--- src/rtl/heartbeat_tx.sv ---
// Heartbeat transmitter: snapshots the epoch count on each accepted tick and sends it as a HI/LO word pair.
// Latency: first word is valid the cycle after the accepted tick; back-to-back packets follow with no bubble.
// Backpressure: up_d holds while up_v && !up_a; one pending tick is buffered, newer ticks overwrite it and count an overrun.
module heartbeat_tx #(
    parameter int         Ntime  = 32,
    parameter logic [3:0] CodeHi = 4'hB,
    parameter logic [3:0] CodeLo = 4'hA
) (
    input  logic                  clk,
    input  logic                  reset,
    input  logic                  enable,
    input  logic                  epoch_tick,
    input  logic [Ntime-1:0]      epochs_elapsed,
    input  logic                  reset_time,
    output logic                  up_v,
    output logic [4+Ntime/2-1:0]  up_d,
    input  logic                  up_a,
    output logic                  busy,
    output logic [7:0]            overrun_count
);

    localparam int HW = Ntime / 2;

    typedef struct packed {
        logic [3:0]    code;
        logic [HW-1:0] payload;
    } word_t;

    typedef enum logic [1:0] {
        IDLE    = 2'd0,
        SEND_HI = 2'd1,
        SEND_LO = 2'd2
    } state_t;

    state_t           state;
    word_t            word_q;
    logic [HW-1:0]    snap_lo;
    logic             pend_vld;
    logic [Ntime-1:0] pend_dat;
    logic             hi_valid;
    logic [HW-1:0]    last_hi;

    logic             tick;
    logic             xfer;
    logic             pend_live;
    logic             hv_live;
    logic             hi_done;
    logic             lo_done;
    logic             load_tick;
    logic             load_pend;
    logic             park_tick;
    logic             bump;
    logic [Ntime-1:0] load_val;
    logic             skip_hi;

    assign up_v = (state != IDLE);
    assign busy = up_v;
    assign up_d = word_q;

    always_comb begin
        tick      = epoch_tick & enable;
        xfer      = up_v & up_a;
        // A wall-clock reset invalidates the pending snapshot and the HI cache before this cycle's tick is considered.
        pend_live = pend_vld & ~reset_time;
        hv_live   = hi_valid & ~reset_time;
        hi_done   = (state == SEND_HI) & xfer;
        lo_done   = (state == SEND_LO) & xfer;
        load_tick = tick & ((state == IDLE) | lo_done);
        load_pend = lo_done & ~tick & pend_live;
        park_tick = tick & ~load_tick;
        bump      = tick & pend_live & (state != IDLE);
        load_val  = load_tick ? epochs_elapsed : pend_dat;
        skip_hi   = hv_live & (load_val[Ntime-1:HW] == last_hi);
    end

    always_ff @(posedge clk) begin
        if (reset) begin
            state         <= IDLE;
            word_q        <= '0;
            snap_lo       <= '0;
            pend_vld      <= 1'b0;
            pend_dat      <= '0;
            hi_valid      <= 1'b0;
            last_hi       <= '0;
            overrun_count <= '0;
        end else begin
            if (bump && overrun_count != 8'hFF)
                overrun_count <= overrun_count + 8'd1;

            // Leaving SEND_LO always empties pending: it is either loaded, superseded by the tick, or already empty.
            if (park_tick) begin
                pend_vld <= 1'b1;
                pend_dat <= epochs_elapsed;
            end else if (lo_done || reset_time) begin
                pend_vld <= 1'b0;
            end

            if (hi_done) begin
                last_hi  <= word_q.payload;
                hi_valid <= ~reset_time;
            end else if (reset_time) begin
                hi_valid <= 1'b0;
            end

            if (load_tick || load_pend) begin
                snap_lo <= load_val[HW-1:0];
                if (skip_hi) begin
                    state  <= SEND_LO;
                    word_q <= '{code: CodeLo, payload: load_val[HW-1:0]};
                end else begin
                    state  <= SEND_HI;
                    word_q <= '{code: CodeHi, payload: load_val[Ntime-1:HW]};
                end
            end else begin
                case (state)
                    SEND_HI: begin
                        if (xfer) begin
                            state  <= SEND_LO;
                            word_q <= '{code: CodeLo, payload: snap_lo};
                        end
                    end
                    SEND_LO: begin
                        if (xfer) begin
                            state  <= IDLE;
                            word_q <= '0;
                        end
                    end
                    IDLE:    state <= IDLE;
                    default: state <= IDLE;
                endcase
            end
        end
    end

endmodule

--- config.mk ---
export PLATFORM = sky130hd
export DESIGN_NAME = heartbeat_tx
export DESIGN_NICKNAME = d
export VERILOG_FILES = /design/src/rtl/heartbeat_tx.sv
export SDC_FILE = /design/constraint.sdc
export NUM_CORES = 1
export LEC_CHECK = 0
export ABC_AREA = 1
export CORE_ASPECT_RATIO = 0.6
export CORE_MARGIN = 5
export CORE_UTILIZATION = 45
export CTS_BUF_LIST = sky130_fd_sc_hd__clkbuf_4 sky130_fd_sc_hd__clkbuf_8
export CTS_CLUSTER_DIAMETER = 80
export DETAILED_ROUTE_END_ITERATION = 8
export PLACE_DENSITY = 0.67
export SLEW_MARGIN = 15
export SYNTH_ARGS = -nofsm -noshare
export SYNTH_HDL_FRONTEND = slang
export SYNTH_SLANG_ARGS = --single-unit
--- constraint.sdc ---
create_clock -name clk -period 2.6 [get_ports clk]
set_input_delay 0.65 -clock clk [delete_from_list [all_inputs] [get_ports clk]]
set_output_delay 0.65 -clock clk [all_outputs]
set_load 0.03 [all_outputs]
==> key figures <==
Placed design
  – Pre-CTS setup slack: -315 ps
  – Dpl cells: 981
  – Routability cong.: 0.937
  – Post-DP HPWL: 11000 microns
  – IO buf count: 66
  – Placed Instance Area: 6240 sq um

Synthesis
  – Yosys reg bits: 94
  – Post-synth EDFFs: 0
  – Syn Nets: 789
  – Avg Synthesized Cell Area: 6.78 sq um
  – Warnings, synthesis: 0
  – Sequential share of the synthesized area: 0.372
  – Most frequent cell after synthesis: nand2_1
  – Async set or reset register ratio after synthesis: 0
  – Most common library cells after synthesis: nand2_1 (153), inv_1 (95), dfxtp_1 (94)
  – Synth Cell Area: 5060 sq um
  – Synth Instances: 747
  – Top_reg_cell synth: dfxtp_1
  – Area contributors post-synth: dfxtp_1 (37%), nand2_1 (11%), o21ai_0 (8.8%)
  – Yosys top cell by area: dfxtp_1
  – Share of the synthesized area in the top cell type: 0.372
  – Synth cell types: 37

Cells and area
  – Storage element area: 1880 sq um
  – Multi-input gate area: 2610 sq um
  – Fillcell total: 1034
  – Final nets: 894
  – Final core occ: 0.587
  – Area Overhead vs Synth: 29.2%
  – Filler-free cell count of the finished design: 1001
  – Design area: 6540 sq um
  – Inserted Diodes: 0
  – Share of cells above drive strength 1: 0.168

STA
  – Final hold violation count: 0
  – Slew Limit Fails: 0
  – Final Skew: 7.96 ps
  – Post-route clock period utilization: 0.947
  – Hold slack final: 450 ps
  – Setup ws final: 138 ps
  – TNS Setup: 0 ps
  – Final setup fails: 0
  – Fmax achieved: 406 MHz
  – Fin crit period: 2460 ps

Power
  – Internal: 2.50 mW
  – Power per Cell Area: 570 nW/um^2
  – Net Sw Power: 1.23 mW
  – Max VDD drop: 0.000356 V
  – Switching share of power: 0.331
  – Clock power frac: 0.288
  – Flop pwr share: 0.424
  – Combinational fraction of design power: 0.287
  – Final total power: 3.73 mW
  – Leak: 2.83 nW

Global route
  – Total GRT Usage: 0.230
  – Initial antenna violation count: 0
  – Pin count of the biggest net entering global routing: 66
  – GRT overflow: 0
  – First-pass GRT wire length: 25100 microns
  – Vias in the first global route: 5094

Worst setup path
  – Worst Setup SP: epoch_tick
  – Crit start category: input pin
  – Crit-path max FO: 11
  – Worst path required time: 2920 ps
  – Critical Path End Type: flip-flop
  – Reg2reg start: state[0]$_SDFFE_PP0P_
  – Crit Path Class: in2reg
  – Critical path arrival: 2780 ps

Drt
  – Residual DRC count: 0
  – Post-DR wirelength/cell: 15.5 microns
  – Final ANT Viol Nets: 0
  – Detailed Route WL: 15500 microns
  – First-pass detailed-route iteration total: 5
  – Via count: 5300
  – Vias per cell: 5.29
  – DR iter-0 viols: 295

Floorplan
  – Die area: 13500 sq um
  – Die height: 92.2 microns
  – Initial Utilization: 0.454
  – Cell row count: 30
  – Die width: 147 microns
  – Ports: 68
  – Core area: 11100 sq um

Clock tree
  – Hold buffers post-CTS: 0
  – CTS max path bufs: 2
  – Htree depth: 3
  – Sink Count: 94
  – TritonCTS clock tree: yes
  – Clock root buffer master: clkbuf_8
  – CTS clk-pin slew, worst paths: 90 ps
  – Worst-Skew Late Latency: 370 ps
  – CTS buffer count: 9

Min path
  – Hold Crit Class: reg2reg
  – HP Start: pend_dat[1]$_SDFFE_PP0P_

Run
  – Max cap viols: 0

Run status
  – Outcome: completed
## sequential cells by signal (all words and copies together), names as in the netlist
register,count
up_d,18
snap_lo,16
hi_valid,1
pend_vld,1
state,2
last_hi,16
overrun_count,8
pend_dat,32
## final timing paths
check	cells after the start	slack (ps)	to
min	2	450	pend_dat[1]$_SDFFE_PP0P_
min reg2reg	2	450	pend_dat[1]$_SDFFE_PP0P_
max	14	140	up_d[6]$_SDFFE_PP0P_
max reg2reg	15	150	up_d[6]$_SDFFE_PP0P_
## critical path, cell delays in order
cell and delay, ps:
clkdlybuf4s50_1 470, nand2_2 100, nor2_4 200, buf_12 180, nand2_2 70, nand3_2 90
o21ai_0 80, nor2_1 150, nand2_2 180, nor2_4 260, nand4_1 120, nand2_1 100
nor2_1 50, nor2_1 60
## power groups by stage
stage / Clock [mW] / Sequential [mW] / Combinational [mW]
after floorplan: 0 / 1.68 / 0.528
after detailed placement: 0 / 1.61 / 1.04
final: 1.08 / 1.58 / 1.07
after CTS: 1.09 / 1.58 / 1.04
after global routing: 1.16 / 1.59 / 1.17
after global placement: 0 / 1.61 / 1.02
## layer usage
layer / GRT usage / vias to the layer above / wire length, microns
li1: - / 2626 / -
met1: 0.316 / 2469 / 7530
met2: 0.357 / 177 / 6620
met3: 0.0558 / 28 / 1120
met4: 0.0698 / 0 / 279
met5: 0 / - / 0
## timing repair
action,in CTS,in global routing
setup buffers,0,1
gates resized for setup,0,7
setup endpoints to repair,0,18
## cell families (layout without fill, tap and decap cells)
| logic type | after synthesis | after routing | synth area share |
|---|---|---|---|
| flip-flops | 94 | 94 | 0.372 |
| AO/OA/AOI/OAI | 192 | 192 | 0.203 |
| adder cells (fa/ha/maj) | 4 | 4 | 0.00989 |
| buffers and inverters | 140 | 248 | 0.121 |
| XOR/XNOR | 1 | 1 | 0.00173 |
| AND/OR/NAND/NOR | 315 | 317 | 0.292 |
| other | 1 | 1 | 0.000741 |
## area by class of cell
class | count | share of cell area
clock buffer | 9 | 0.0189
clock inverter | 7 | 0.0136
inverter | 99 | 0.0568
multi-input combinational | 515 | 0.398
sequential | 94 | 0.288
tap | 144 | 0.0275
timing repair buffer | 133 | 0.197
## layout by cell type, fill, tap and decap left out, drive strengths merged, types with 10 or more instances in the layout
master / netlist / final
a21oi: 73 / 73
inv: 99 / 99
clkdlybuf4s50: 0 / 63
dfxtp: 94 / 94
o21ai: 93 / 93
nor2: 80 / 82
nand2: 177 / 177
a31oi: 17 / 17
nand3: 36 / 36
clkbuf: 24 / 10
buf: 17 / 66
nand4: 18 / 18
Power figures use the tool's default switching activity.
